### src/rtl/cp0_pkg.sv
// Shared CP0 definitions: register numbers, field positions, exception codes,
// software write masks and the MMU register selector encoding.
package cp0_pkg;

    localparam logic [4:0] CP0_BADVADDR = 5'd8;
    localparam logic [4:0] CP0_COUNT    = 5'd9;
    localparam logic [4:0] CP0_ENTRYHI  = 5'd10;
    localparam logic [4:0] CP0_COMPARE  = 5'd11;
    localparam logic [4:0] CP0_STATUS   = 5'd12;
    localparam logic [4:0] CP0_CAUSE    = 5'd13;
    localparam logic [4:0] CP0_EPC      = 5'd14;
    localparam logic [4:0] CP0_PRID     = 5'd15;

    localparam int ST_IE     = 0;
    localparam int ST_EXL    = 1;
    localparam int ST_IM_LO  = 8;
    localparam int CA_EXC_LO = 2;
    localparam int CA_IP_LO  = 8;
    localparam int CA_TI     = 30;
    localparam int CA_BD     = 31;

    localparam logic [4:0] EXC_INT  = 5'd0;
    localparam logic [4:0] EXC_MOD  = 5'd1;
    localparam logic [4:0] EXC_TLBL = 5'd2;
    localparam logic [4:0] EXC_TLBS = 5'd3;
    localparam logic [4:0] EXC_ADEL = 5'd4;
    localparam logic [4:0] EXC_ADES = 5'd5;
    localparam logic [4:0] EXC_SYS  = 5'd8;
    localparam logic [4:0] EXC_BP   = 5'd9;
    localparam logic [4:0] EXC_RI   = 5'd10;
    localparam logic [4:0] EXC_OV   = 5'd12;

    localparam logic [31:0] STATUS_WMASK = 32'h0000_FF03;
    localparam logic [31:0] CAUSE_WMASK  = 32'h0000_0300;
    localparam logic [31:0] STATUS_RESET = 32'h0000_0002;

    localparam int MMU_REG_W = 4;

    typedef enum logic [MMU_REG_W-1:0] {
        MMU_NONE     = 4'd0,
        MMU_INDEX    = 4'd1,
        MMU_RANDOM   = 4'd2,
        MMU_ENTRYLO0 = 4'd3,
        MMU_ENTRYLO1 = 4'd4,
        MMU_CONTEXT  = 4'd5,
        MMU_PAGEMASK = 4'd6,
        MMU_WIRED    = 4'd7,
        MMU_ENTRYHI  = 4'd8
    } mmu_reg_e;

    function automatic mmu_reg_e mmu_decode(input logic [4:0] rd);
        case (rd)
            5'd0:        return MMU_INDEX;
            5'd1:        return MMU_RANDOM;
            5'd2:        return MMU_ENTRYLO0;
            5'd3:        return MMU_ENTRYLO1;
            5'd4:        return MMU_CONTEXT;
            5'd5:        return MMU_PAGEMASK;
            5'd6:        return MMU_WIRED;
            CP0_ENTRYHI: return MMU_ENTRYHI;
            default:     return MMU_NONE;
        endcase
    endfunction

endpackage

### src/rtl/cp0_timer.sv
// Count/Compare timer: prescaler, free-running Count, Compare and the TI flag.
// Instantiated by cp0_regfile_v2 only when CP0_TIMER_EN is defined.
module cp0_timer #(
    parameter int unsigned COUNT_DIV = 2
) (
    input  logic        clk,
    input  logic        rst,
    input  logic        count_we,
    input  logic        compare_we,
    input  logic [31:0] wdata,
    output logic [31:0] count,
    output logic [31:0] compare,
    output logic        ti
);

    localparam int unsigned PW = (COUNT_DIV > 1) ? $clog2(COUNT_DIV) : 1;
    localparam logic [PW-1:0] PRESC_MAX = PW'(COUNT_DIV - 1);

    logic [PW-1:0] presc;
    logic          tick;
    logic [31:0]   count_inc;

    assign tick      = (presc == PRESC_MAX);
    assign count_inc = count + 32'd1;

    always_ff @(posedge clk) begin
        if (rst) begin
            presc   <= '0;
            count   <= '0;
            compare <= '0;
            ti      <= 1'b0;
        end else begin
            presc <= tick ? '0 : presc + 1'b1;
            if (count_we)
                count <= wdata;
            else if (tick)
                count <= count_inc;
            if (compare_we)
                compare <= wdata;
            // A Compare write acknowledges the timer even when it coincides with a match.
            if (compare_we)
                ti <= 1'b0;
            else if (tick && !count_we && count_inc == compare)
                ti <= 1'b1;
        end
    end

endmodule

### src/rtl/cp0_regfile_v2.sv
// CP0 register file: local registers, exception/ERET updates, interrupt request,
// MMU register forwarding. Define CP0_TIMER_EN to include the Count/Compare timer.
module cp0_regfile_v2
    import cp0_pkg::*;
#(
    parameter int unsigned NUM_HW_INT = 6,
    parameter int unsigned COUNT_DIV  = 2,
    parameter logic [31:0] PRID       = 32'h0001_8000
) (
    input  logic                  clk,
    input  logic                  rst,
    input  logic                  we,
    input  logic                  re,
    input  logic [4:0]            rd,
    input  logic [2:0]            sel,
    input  logic [31:0]           data_in,
    output logic [31:0]           data_out,
    input  logic [31:0]           mmu_data_out,
    output logic [31:0]           mmu_data_in,
    output mmu_reg_e              mmu_reg,
    output logic                  mmu_read,
    output logic                  mmu_write,
    input  logic                  exc_valid,
    input  logic [4:0]            exc_code,
    input  logic [31:0]           exc_epc,
    input  logic                  exc_bd,
    input  logic [31:0]           exc_badvaddr,
    input  logic                  exc_badvaddr_we,
    input  logic                  eret,
    input  logic [NUM_HW_INT-1:0] hw_int,
    output logic                  int_pending,
    output logic [31:0]           epc,
    output logic [31:0]           status,
    output logic [31:0]           cause
);

    if (NUM_HW_INT < 1 || NUM_HW_INT > 6) begin : g_bad_hw_int
        $error("NUM_HW_INT must be in 1..6");
    end
    if (COUNT_DIV < 1) begin : g_bad_count_div
        $error("COUNT_DIV must be at least 1");
    end

    logic        sel0;
    logic        is_mmu;
    logic        wr_local, wr_status, wr_cause, wr_epc;
    logic [31:0] badvaddr;
    logic [7:0]  im;
    logic        exl, ie;
    logic        bd;
    logic [4:0]  excode;
    logic [1:0]  ip_sw;
    logic [5:0]  ip_hw;
    logic [5:0]  hw_pad;
    logic [5:0]  ip_hi;
    logic        irq_hit;
    logic [31:0] rdata;
    logic [31:0] timer_count, timer_compare;
    logic        timer_ti;

    assign sel0        = (sel == 3'd0);
    assign mmu_reg     = sel0 ? mmu_decode(rd) : MMU_NONE;
    assign is_mmu      = (mmu_reg != MMU_NONE);
    assign mmu_read    = re & is_mmu;
    assign mmu_write   = we & is_mmu;
    assign mmu_data_in = data_in;

    assign wr_local  = we & sel0;
    assign wr_status = wr_local & (rd == CP0_STATUS);
    assign wr_cause  = wr_local & (rd == CP0_CAUSE);
    assign wr_epc    = wr_local & (rd == CP0_EPC);

`ifdef CP0_TIMER_EN
    cp0_timer #(.COUNT_DIV(COUNT_DIV)) u_timer (
        .clk        (clk),
        .rst        (rst),
        .count_we   (wr_local & (rd == CP0_COUNT)),
        .compare_we (wr_local & (rd == CP0_COMPARE)),
        .wdata      (data_in),
        .count      (timer_count),
        .compare    (timer_compare),
        .ti         (timer_ti)
    );
`else
    assign timer_count   = '0;
    assign timer_compare = '0;
    assign timer_ti      = 1'b0;
`endif

    always_comb begin
        hw_pad = '0;
        hw_pad[NUM_HW_INT-1:0] = hw_int;
    end

    // The timer shares IP7 with the last hardware line.
    assign ip_hi   = {ip_hw[5] | timer_ti, ip_hw[4:0]};
    assign status  = {16'b0, im, 6'b0, exl, ie};
    assign cause   = {bd, timer_ti, 14'b0, ip_hi, ip_sw, 1'b0, excode, 2'b0};
    assign irq_hit = |(cause[15:8] & im);

    // NOTE: rdata gets a default before the case so no path leaves it unassigned (no latch).
    always_comb begin
        rdata = '0;
        if (is_mmu) begin
            rdata = mmu_data_out;
        end else if (sel0) begin
            case (rd)
                CP0_BADVADDR: rdata = badvaddr;
                CP0_COUNT:    rdata = timer_count;
                CP0_COMPARE:  rdata = timer_compare;
                CP0_STATUS:   rdata = status;
                CP0_CAUSE:    rdata = cause;
                CP0_EPC:      rdata = epc;
                CP0_PRID:     rdata = PRID;
                default:      rdata = '0;
            endcase
        end
    end

    always_ff @(posedge clk) begin
        if (rst) begin
            badvaddr    <= '0;
            epc         <= '0;
            im          <= '0;
            exl         <= STATUS_RESET[ST_EXL];
            ie          <= STATUS_RESET[ST_IE];
            bd          <= 1'b0;
            excode      <= '0;
            ip_sw       <= '0;
            ip_hw       <= '0;
            int_pending <= 1'b0;
            data_out    <= '0;
        end else begin
            ip_hw       <= hw_pad;
            int_pending <= !exc_valid && ie && !exl && irq_hit;
            if (re)
                data_out <= rdata;
            if (wr_status) begin
                im  <= data_in[ST_IM_LO +: 8];
                exl <= data_in[ST_EXL];
                ie  <= data_in[ST_IE];
            end
            if (wr_cause)
                ip_sw <= data_in[CA_IP_LO +: 2];
            if (wr_epc && !exc_valid)
                epc <= data_in;
            // NOTE: a later non-blocking assignment to the same field wins, giving exc_valid > eret > mtc0.
            if (eret)
                exl <= 1'b0;
            if (exc_valid) begin
                exl    <= 1'b1;
                excode <= exc_code;
                if (!exl) begin
                    epc <= exc_epc;
                    bd  <= exc_bd;
                end
                if (exc_badvaddr_we)
                    badvaddr <= exc_badvaddr;
            end
        end
    end

endmodule

### config.mk
export PLATFORM = sky130hd
export DESIGN_NAME = cp0_regfile_v2
export DESIGN_NICKNAME = d
export VERILOG_FILES = /design/src/rtl/cp0_pkg.sv /design/src/rtl/cp0_timer.sv /design/src/rtl/cp0_regfile_v2.sv
export SDC_FILE = /design/constraint.sdc
export NUM_CORES = 1
export LEC_CHECK = 0
export ABC_AREA = 1
export BUFFER_PORTS_ARGS = -buffer_cell sky130_fd_sc_hd__buf_2
export CAP_MARGIN = 5
export CORE_UTILIZATION = 30
export CTS_CLUSTER_DIAMETER = 30
export DETAILED_ROUTE_END_ITERATION = 10
export PLACE_DENSITY = 0.66
export SYNTH_ARGS = -nofsm -noshare
export SYNTH_HDL_FRONTEND = slang
export SYNTH_SLANG_ARGS = --single-unit
export TNS_END_PERCENT = 100
### constraint.sdc
create_clock -name clk -period 1.4 [get_ports clk]
set_clock_uncertainty 0.2 [all_clocks]
set_input_delay 0.14 -clock clk [delete_from_list [all_inputs] [get_ports clk]]
set_output_delay 0.14 -clock clk [all_outputs]
set_load 0.01 [all_outputs]
# == Word level (Yosys, flattened, before mapping) ==
# Memory sizes are Yosys's and may differ from the RTL's.
# Cells that the tools add are included.
# op_classes
muxes,10
reduce_logical,13
n_bitwise,8
n_eq_ne,5
# op_table
operator,n
32-bit 2-to-1 mux,5
32-bit one-hot mux with 5 select lines,1
5-bit by 4-bit == test with 1-bit output (second input constant),5
8-bit bitwise AND,1
4-bit 2-to-1 mux,2
8-bit OR reduction,1
1-bit bitwise AND,6
1-bit logical AND,4
2-bit AND reduction,2
4-bit nonzero test,1
3-bit logical NOT,1
1-bit logical NOT,2
1-bit 2-to-1 mux,2
2-bit nonzero test,1
2-bit OR reduction,1
1-bit inverter,1
# word_totals
reg_bits,121
romBits,64
memories,1
out_inout_bits,167
in_bits,155
word_cells,48
# memory_table
memory,words,width,rd,rd_ports_with_merged_regs,wr,line_no,text
(name not given),16,4,1,0,0,cp0_pkg.sv:52,case (rd)

# == Logic depth before layout (Yosys ltp) ==
# Gate-level depths: netlist (run 1).
# logic_depth
depth_word,7
depth_mapped,13
depth_no_buf,12

# == Worst setup path before layout (run 1) ==
# No wires, ideal clock.
# synth_path
kind,input port to flip-flop
startpoint,input rd[0]
endpoint,register data_out[7]
t_required_ns,1.091
stages,13
arrival_ns,1.277
setup_ns,0.109
path_buffers,2
slack_ns,-0.185
cell_sequence,inv_1 ha_1 inv_1 nor2_2 buf_6 nand3_4 nand2_4 nor2_8 buf_8 nand3_1 nand3_1 nand2_1 inv_1
# synth_between
elab_chain_cells,5
word_cells_on_any_way,12
classes_between,5 x eq/ne; 5 x mux; 1 x reduce/logical; 1 x memory
# synth_lines
item,line_no,text
"start, declared",cp0_regfile_v2.sv:14,"input logic [4:0] rd,"
memory 16 x 4 bit,-,
4-bit 2-to-1 mux,cp0_pkg.sv:52,
4-bit 2-to-1 mux,cp0_regfile_v2.sv:62,assign mmu_reg = sel0 ? mmu_decode(rd) : MMU_NONE;
4-bit nonzero test,cp0_regfile_v2.sv:63,assign is_mmu = (mmu_reg != MMU_NONE);
32-bit 2-to-1 mux (*),cp0_regfile_v2.sv:104,if (is_mmu) begin
"end signal, assigned",cp0_regfile_v2.sv:137,data_out <= rdata;
"end, declared",cp0_regfile_v2.sv:17,"output logic [31:0] data_out,"
# Mark *: on every way between the ends. The rest lies on a longest branch, timed or not.
# A chain may end at the register's enable or synchronous reset.

# == Worst setup path after layout (run 1) ==
# layout_path
startpoint,input rd[0]
endpoint,output mmu_read
# layout_between
elab_chain_cells,5
# layout_lines
item,line_no,text
memory 16 x 4 bit,-,
4-bit 2-to-1 mux,cp0_pkg.sv:52,
4-bit 2-to-1 mux,cp0_regfile_v2.sv:62,
4-bit nonzero test,cp0_regfile_v2.sv:63,
1-bit bitwise AND,cp0_regfile_v2.sv:64,assign mmu_read = re & is_mmu;
"end, declared",cp0_regfile_v2.sv:21,"output logic mmu_read,"
# No other way between the ends.

==> impl_metrics.env, run 1 <==
export IMPL_grt_max_degree=51
export IMPL_hold_path_class="input pin to register"
export IMPL_p_per_area_nw_per_um2=843
export IMPL_n_fill_cell=2091
export IMPL_clock_fmax_ghz=0.627
export IMPL_final_cell_mix="272 x buf_2, 156 x nand2_1, 147 x dlygate4sd3_1"
export IMPL_insertedDiodeCount=0
export IMPL_synth_top_cell_by_area="dfxtp_1"
export IMPL_grt_setup_unrepaired="yes"
export IMPL_worst_setup_path_end_kind="output port"
export IMPL_violations="negative setup slack"
export IMPL_crit_fanout=4
export IMPL_min_to="excode[3]"
export IMPL_drt_iter0_drc=591
export IMPL_die_x_um=154
export IMPL_synth_top_area_share=0.351
export IMPL_finalInstanceArea_um2=11800
export IMPL_ys_types=38
export IMPL_final_seq_area_um2=2430
export IMPL_min_delay_start="exc_valid"
export IMPL_rows=55
export IMPL_drt_pre_antenna_iters=5
export IMPL_hpwl_um=19700
export IMPL_r2r_end="epc[1]"
export IMPL_htreeDepth=4
export IMPL_finalPower_w=0.00995
export IMPL_syn_to_final_growth_pct=70.8
export IMPL_yosys_area_share_simple=0.338
export IMPL_finalSetupViolCount=68
export IMPL_ys_ff_latch=121
export IMPL_peakVddDrop_v=0.000568
export IMPL_p_leak_nw=5.95
export IMPL_required_ns=1.06
export IMPL_drcViolationCount=0
export IMPL_synth_top_family_by_area="simple AND/OR/NAND/NOR gates"
export IMPL_multi_input_area_um2=3840
export IMPL_finalCritPeriodShare=1.14
export IMPL_via_count=8561
export IMPL_cts_made_buffers=17
export IMPL_clockBufferDepth=2
export IMPL_clk_pin_slew_ns=0.06
export IMPL_synth_area_leaders="dfxtp_1 35%, nand2_1 9.7%, buf_4 9.0%"
export IMPL_synth_compound_area_share=0.113
export IMPL_antenna_left=0
export IMPL_insertion_delay_ns=0.42
export IMPL_drv_cap=0
export IMPL_ff2ff_setup_slack_ns=-0.08
export IMPL_worst_slack_ns=-0.194
export IMPL_tritoncts="yes"
export IMPL_status="finished, violations left"
export IMPL_start_util=0.305
export IMPL_worstReg2RegStart="exl"
export IMPL_grt_pass1_vias=8449
export IMPL_synthXorXnorAreaFrac=0
export IMPL_crit_type="input pin to output port"
export IMPL_drv_slew=0
export IMPL_track_usage=0.246
export IMPL_grt_overflow=0
export IMPL_ff2ff_path_depth=7
export IMPL_wl_per_cell_um=17.1
export IMPL_layout_nets=1627
export IMPL_placed_cell_area_um2=8860
export IMPL_vias_per_cell=4.85
export IMPL_layout_commonest_cell="buf_2"
export IMPL_io_pins=322
export IMPL_syn_inst=1009
export IMPL_synth_fa_ha_area_frac=0.00905
export IMPL_synthMuxAreaShare=0
export IMPL_arrival_ns=1.25
export IMPL_hold_viol=0
export IMPL_yosys_warnings=0
export IMPL_start_kind="input pin"
export IMPL_grt_antenna_before_repair=0
export IMPL_ys_seq_area_frac=0.351
export IMPL_postSynthAreaPerCell_um2=6.85
export IMPL_post_place_ws_ns=-0.511
export IMPL_synth_area_um2=6910
export IMPL_grt_pass1_wl_um=44800
export IMPL_gp_congestion=0.864
export IMPL_holdPathStages=4
export IMPL_dieArea_um2=23600
export IMPL_clock_sinks=121
export IMPL_port_buffers=281
export IMPL_core_area_um2=22600
export IMPL_routed_wl_um=30100
export IMPL_drive_above_1_share=0.390
export IMPL_die_y_um=154
export IMPL_layout_min_cycle_time_ns=1.59
export IMPL_clockRootBuffer="clkbuf_16"
==> what timing repair did <==
action                                  in CTS  in global routing
endpoints found under the setup margin      32                 79
gates resized for setup                     61                 90
endpoints found under the hold margin      120                  0
pin swaps                                   26                 41
gates cloned                                 5                  5
buffers inserted                            13                 12
hold buffers                               147                  0
==> cell usage after synthesis <==
| cell type | n |
|---|---|
| nand4_1 | 30 |
| buf_6 | 2 |
| nand2_1 | 178 |
| nor3_1 | 3 |
| nand2_2 | 2 |
| dfxtp_1 | 121 |
| nor2_1 | 145 |
| nand3_1 | 111 |
| a31oi_1 | 1 |
| a21oi_1 | 31 |
| clkbuf_1 | 28 |
| a21oi_2 | 1 |
| nor2_2 | 4 |
| ha_1 | 5 |
| nand3_4 | 3 |
| o211ai_1 | 28 |
| buf_4 | 83 |
| inv_1 | 95 |
| o21ai_0 | 65 |
| clkinv_2 | 1 |
| nor2_8 | 1 |
| o22ai_1 | 3 |
| conb_1 | 1 |
| buf_1 | 6 |
| o21ai_2 | 1 |
| o21ai_1 | 2 |
| and3_1 | 1 |
| buf_8 | 4 |
| buf_2 | 15 |
| a31o_2 | 1 |
| o21bai_1 | 3 |
| nand3b_1 | 2 |
| a221oi_1 | 1 |
| clkinv_1 | 1 |
| inv_2 | 7 |
| nand2_4 | 3 |
| nor2_4 | 2 |
| nand3_2 | 18 |
==> how the worst max path moves through the flow <==
| stage | cells past startpoint | startpoint | to | slack [ns] |
|---|---|---|---|---|
| after CTS | 9 | rd[0] | mmu_write | -0.16 |
| after floorplan | 13 | rd[0] | data_out[7] | -0.07 |
| after global placement | 14 | rd[0] | data_out[21] | -0.47 |
| after detailed placement | 14 | rd[0] | data_out[21] | -0.51 |
| final | 12 | rd[0] | mmu_read | -0.19 |
| after global routing | 11 | rd[1] | mmu_read | -0.24 |
==> cells by family (layout without fill, tap and decap cells) <==
family                   count (synthesis)  after routing
AND/OR/NAND/NOR                        503            503
buffers and inverters                  242            674
adder cells (fa/ha/maj)                  5              5
flip-flops                             121            121
AO/OA/AOI/OAI                          137            137
other                                    1             40
==> layer usage <==
metal  track usage  vias up  wire length [um]  share of wire
li1              -     4089                 -              -
met1         0.313     3937             12900           0.43
met5             0        -                 0              0
met3        0.0440       78              1980          0.066
met4         0.120        0              1080          0.036
met2         0.400      457             14200           0.47
==> flip-flops by register name, summed over array words and instances, names as in the netlist <==
| signal | flops |
|---|---|
| badvaddr | 32 |
| bd | 1 |
| data_out | 32 |
| epc | 32 |
| excode | 5 |
| exl | 1 |
| ie | 1 |
| im | 8 |
| int_pending | 1 |
| ip_hi | 6 |
| ip_sw | 2 |
==> power by group <==
part | internal, W | switching [W]
sequential | 0.00358 | 0.000107
combinational | 0.000888 | 0.000902
clock | 0.00265 | 0.00182
==> worst max-delay path: stages <==
cell and delay (ns):
buf_12 0.12, inv_12 0.05, ha_4 0.13, inv_4 0.04, nor2_4 0.12, buf_6 0.11, nand3_4 0.08, nand2_4 0.09
nor2_8 0.06, buf_12 0.13, nor2_4 0.08, buf_6 0.10
==> area by class of cell <==
type | instances | area share
repair inverters | 2 | 0.00148
flip-flops and latches | 121 | 0.206
multi-input cells | 685 | 0.325
inverters | 104 | 0.0360
clock buffers | 17 | 0.0360
well taps | 285 | 0.0302
clock inverters | 15 | 0.0140
repair buffers | 536 | 0.351
==> through the flow <==
step | cells | TNS (ns) | util | hold WS, ns
after floorplan | 1048 | -1.83 | - | 0.0470
after global placement | 1558 | -30.39 | 0.391 | 0.136
after detailed placement | 1558 | -33.17 | 0.391 | 0.138
after CTS | 1753 | -2.13 | 0.503 | 0.0236
after global routing | 1765 | -11.51 | 0.521 | 0.0849
final | 1765 | -6.40 | 0.521 | 0.0450
Note: power is estimated with default switching activity, not from simulation.
==> run 2, diff against run 1 <==
MAX_ROUTING_LAYER = met4   (was default)
==> run 2 against run 1 <==
Compared with the run above:
- the flow still finishes with violations (negative setup slack)
- critical path type unchanged
- die area unchanged
- global-route usage is 0.42 points lower
- cell count is essentially flat
- clock power down 4.7%
- non-clock buffer count shrank 3
- hold slack got worse by 0.0071 ns
==> impl_metrics.env, run 2 (same netlist as run 1, synthesis figures left out) <==
export IMPL_status="finished, violations left"
export IMPL_violations="negative setup slack"
export IMPL_clock_sinks=121
export IMPL_worst_setup_path_end_kind="output port"
export IMPL_hpwl_um=19600
export IMPL_drv_cap=0
export IMPL_crit_type="input pin to output port"
export IMPL_fin_util=0.524
export IMPL_grt_max_degree=51
export IMPL_min_delay_start="rst"
export IMPL_finalSetupViolCount=69
export IMPL_worstReg2RegStart="exl"
export IMPL_final_cell_mix="271 x buf_2, 150 x nand2_1, 148 x dlygate4sd3_1"
export IMPL_final_seq_area_um2=2440
export IMPL_wl_per_cell_um=17.0
export IMPL_core_area_um2=22600
export IMPL_grt_antenna_before_repair=1
export IMPL_vias_per_cell=4.81
export IMPL_tritoncts="yes"
export IMPL_required_ns=1.06
export IMPL_reg_top3="badvaddr x32, data_out x32, epc x32"
export IMPL_cts_made_buffers=17
export IMPL_grt_pass1_wl_um=42700
export IMPL_gp_congestion=0.919
export IMPL_drv_slew=0
export IMPL_rows=55
export IMPL_p_leak_nw=5.96
export IMPL_grt_setup_unrepaired="yes"
export IMPL_p_per_area_nw_per_um2=823
export IMPL_finalCritPeriodShare=1.13
export IMPL_clk_pin_slew_ns=0.06
export IMPL_die_x_um=154
export IMPL_crit_start="rd[1]"
export IMPL_layout_nets=1624
export IMPL_hold_viol=0
export IMPL_via_count=8478
export IMPL_io_pins=322
export IMPL_antenna_left=0
export IMPL_worst_slack_ns=-0.183
export IMPL_layout_commonest_cell="buf_2"
export IMPL_grt_overflow=0
export IMPL_track_usage=0.241
export IMPL_multi_input_area_um2=3910
export IMPL_drt_pre_antenna_iters=8
export IMPL_n_fill_cell=2083
export IMPL_finalPower_w=0.00976
export IMPL_syn_to_final_growth_pct=71.7
export IMPL_routed_wl_um=29900
export IMPL_clockRootBuffer="clkbuf_16"
export IMPL_die_y_um=154
export IMPL_drt_iter0_drc=566
export IMPL_drcViolationCount=0
export IMPL_clockBufferDepth=2
export IMPL_peakVddDrop_v=0.000693
export IMPL_insertion_delay_ns=0.43
export IMPL_crit_fanout=4
export IMPL_grt_pass1_vias=7818
export IMPL_layout_min_cycle_time_ns=1.58
export IMPL_port_buffers=281
export IMPL_dieArea_um2=23600
export IMPL_drive_above_1_share=0.399
export IMPL_clock_fmax_ghz=0.632
export IMPL_htreeDepth=4
export IMPL_start_util=0.305
export IMPL_setup_tns_ns=-5.38
export IMPL_start_kind="input pin"
export IMPL_arrival_ns=1.24
export IMPL_hold_path_class="input pin to register"
-- run 2: cell count changes in the layout (fill, tap and decap cells not counted), moves of 4 or more --
cell,previous run,this run
nand3_2,41,58
nand3_1,80,68
buf_4,73,64
nor2_2,17,9
nand2_1,156,150
nor2_1,125,131
nand3_4,11,6
a21oi_1,21,17
nand2_2,20,24
-- run 2: critical path, stage by stage --
cell     delay, ns
buf_8         0.12
ha_4          0.17
nand2_4       0.09
o21ai_4       0.07
buf_4         0.14
buf_6         0.10
buf_6         0.10
buf_6         0.10
nor2_1        0.07
buf_2         0.13
-- run 2: final timing paths --
check,to,slack [ns],cells after the start
worst max-delay path,mmu_reg[2],-0.18,10
worst min-delay path,ip_sw[0],0.04,5
worst max register to register,epc[7],0,7
worst min register to register,badvaddr[15],0.25,2
-- run 2: layout make-up --
cell class,count,area share
timing repair buffer,533,0.349
timing repair inverter,2,0.00148
tap,285,0.0301
multi-input combinational,685,0.329
sequential,121,0.205
clock inverter,14,0.0105
antenna,2,0.000422
clock buffer,18,0.0370
inverter,104,0.0365
-- run 2: report_power, final --
part | internal, W | switching (W) | leakage, nW
clock | 0.00249 | 0.00177 | 0.261
sequential | 0.00358 | 0.000110 | 0.992
combinational | 0.000900 | 0.000910 | 4.71
-- run 2: per-stage QoR --
stage | std cells | hold WS, ns | area, um2 | setup slack (ns)
finish | 1764 | 0.0379 | 11900 | -0.183
global route | 1763 | 0.0473 | 11900 | -0.248
CTS | 1747 | 0.0518 | 11300 | -0.181
detailed placement | 1554 | 0.147 | 8830 | -0.502
global placement | 1554 | 0.136 | 8830 | -0.488
floorplan | 1048 | 0.0470 | 7200 | -0.0715
-- run 2: what timing repair did --
action                                  CTS  global route
pin swaps                                14            29
endpoints found under the hold margin   120             1
cloned                                    3             6
setup buffers                            11            12
endpoints found under the setup margin   45            57
hold buffers                            148             1
resized for setup                        57           115
-- run 2: per-layer routing --
layer  GRT usage  vias to the layer above  wire length [um]
li1            -                     4080                 -
met1       0.315                     3907             13200
met2       0.378                      422             14200
met3      0.0386                       69              1740
met4      0.0819                        0               827
met5           -                        -                 0
==> run 3, diff against run 2 <==
SETUP_SLACK_MARGIN = 0.5   (was default)
==> run 3 against run 2 <==
Compared with the run above:
- the flow finishes with violations (negative hold slack, negative setup slack)
- sequential power about the same
- clock-buffer cell count up 2
- routed wire length up 10%
- critical endpoint is now mmu_write
==> impl_metrics.env, run 3 (same netlist as run 1, synthesis figures left out) <==
export IMPL_status="finished, violations left"
export IMPL_violations="negative hold slack, negative setup slack"
export IMPL_drive_above_1_share=0.574
export IMPL_clockBufferDepth=2
export IMPL_htreeDepth=4
export IMPL_p_per_area_nw_per_um2=757
export IMPL_core_area_um2=22600
export IMPL_cts_made_buffers=17
export IMPL_clk_pin_slew_ns=0.06
export IMPL_peakVddDrop_v=0.000690
export IMPL_track_usage=0.272
export IMPL_dp_cells=1563
export IMPL_layout_commonest_cell="buf_2"
export IMPL_start_kind="input pin"
export IMPL_holdPathStages=3
export IMPL_required_ns=1.06
export IMPL_hold_viol=54
export IMPL_routed_wl_um=32900
export IMPL_arrival_ns=1.29
export IMPL_grt_antenna_before_repair=0
export IMPL_grt_setup_unrepaired="yes"
export IMPL_via_count=8862
export IMPL_syn_to_final_growth_pct=102
export IMPL_wl_per_cell_um=18.1
export IMPL_whs_ns=-0.216
export IMPL_drv_slew=0
export IMPL_finalCritPeriodShare=1.16
export IMPL_drv_cap=0
export IMPL_dieArea_um2=23600
export IMPL_finalSetupViolCount=76
export IMPL_insertion_delay_ns=0.42
export IMPL_tritoncts="yes"
export IMPL_hold_path_class="input pin to register"
export IMPL_hpwl_um=19700
export IMPL_layout_nets=1679
export IMPL_ff2ff_path_depth=6
export IMPL_clock_fmax_ghz=0.614
export IMPL_start_util=0.305
export IMPL_grt_overflow=0
export IMPL_clock_sinks=121
export IMPL_die_y_um=154
export IMPL_worst_slack_ns=-0.230
export IMPL_crit_fanout=5
export IMPL_rows=55
export IMPL_crit_type="input pin to output port"
export IMPL_vias_per_cell=4.88
export IMPL_grt_pass1_vias=8500
export IMPL_worst_setup_path_end_kind="output port"
export IMPL_grt_max_degree=52
export IMPL_antenna_left=0
export IMPL_layout_min_cycle_time_ns=1.63
export IMPL_clockRootBuffer="clkbuf_16"
export IMPL_io_pins=322
export IMPL_die_x_um=154
export IMPL_p_leak_nw=6.83
export IMPL_gp_congestion=0.871
export IMPL_drcViolationCount=0
export IMPL_insertedDiodeCount=0
export IMPL_drt_pre_antenna_iters=5
export IMPL_port_buffers=281
export IMPL_fin_cells=1817
export IMPL_final_cell_mix="184 x buf_2, 149 x buf_6, 123 x nand2_1"
export IMPL_grt_pass1_wl_um=47500
export IMPL_drt_iter0_drc=583
export IMPL_reg_top3="badvaddr x32, data_out x32, epc x32"
run 3: cell count changes in the layout (fill, tap and decap cells not counted), sizes merged:
cell | previous run | this run
diode | 2 | 0
clkbuf | 22 | 21
dlygate4sd3 | 148 | 86
bufinv | 1 | 3
dlymetal6s4s | 0 | 1
buf | 381 | 499
clkinvlp | 6 | 3
run 3: repair_timing:
item                                   in CTS  in global routing
setup endpoints to repair                 204                201
pin swaps                                  73                 72
setup buffers                              85                 30
resized for setup                         448                141
endpoints found under the hold margin     120                 61
hold buffers                               80                  7
gates cloned                               19                  1
run 3: final timing paths:
| check | start | to | slack, ns |
|---|---|---|---|
| max reg2reg | exl | epc[13] | -0.08 |
| min | exc_epc[3] | epc[3] | -0.22 |
| max | rd[0] | mmu_write | -0.23 |
| min reg2reg | badvaddr[15] | badvaddr[15] | 0.25 |
run 3: routing by layer:
layer	routed length, um	GRT usage	vias up	part of all wire
met3	1920	0.0437	87	0.058
met2	16100	0.446	457	0.49
met1	13700	0.332	4125	0.42
li1	-	-	4193	-
met5	0	-	-	0
met4	1210	0.112	0	0.037
run 3: area by class of cell:
class | count | area, um2
clock buffers | 20 | 467
clock inverters | 12 | 163
fillers | 1779 | 8690
inverters | 104 | 473
multi-input cells | 685 | 4480
flip-flops and latches | 121 | 2590
well taps | 285 | 357
repair buffers | 587 | 5400
repair inverters | 3 | 16.3
run 3: stage by stage:
stage	utilization	power (W)	worst slack [ns]	TNS (ns)	instance area (um2)
floorplan	-	0.00454	-0.0713	-1.71	7420
global placement	0.397	0.00506	-0.573	-34.60	9000
detailed placement	0.397	0.00507	-0.643	-37.41	9000
CTS	0.581	0.0104	-0.205	-5.82	13200
global route	0.616	0.0109	-0.276	-12.21	13900
finish	0.616	0.0106	-0.230	-8.11	13900
run 3: power breakdown:
group | internal (W) | switching, W
combinational | 0.00109 | 0.00106
clock | 0.00297 | 0.00176
sequential | 0.00356 | 0.000111
total | 0.00763 | 0.00293
run 3: worst max-delay path: stages:
cell and delay (ns):
buf_12 0.11, inv_12 0.06, ha_4 0.14, inv_4 0.04
nor2_4 0.12, buf_6 0.12, nand3_4 0.09, nand2_4 0.10
nor2_8 0.06, buf_6 0.13, nor2_4 0.08, buf_6 0.10
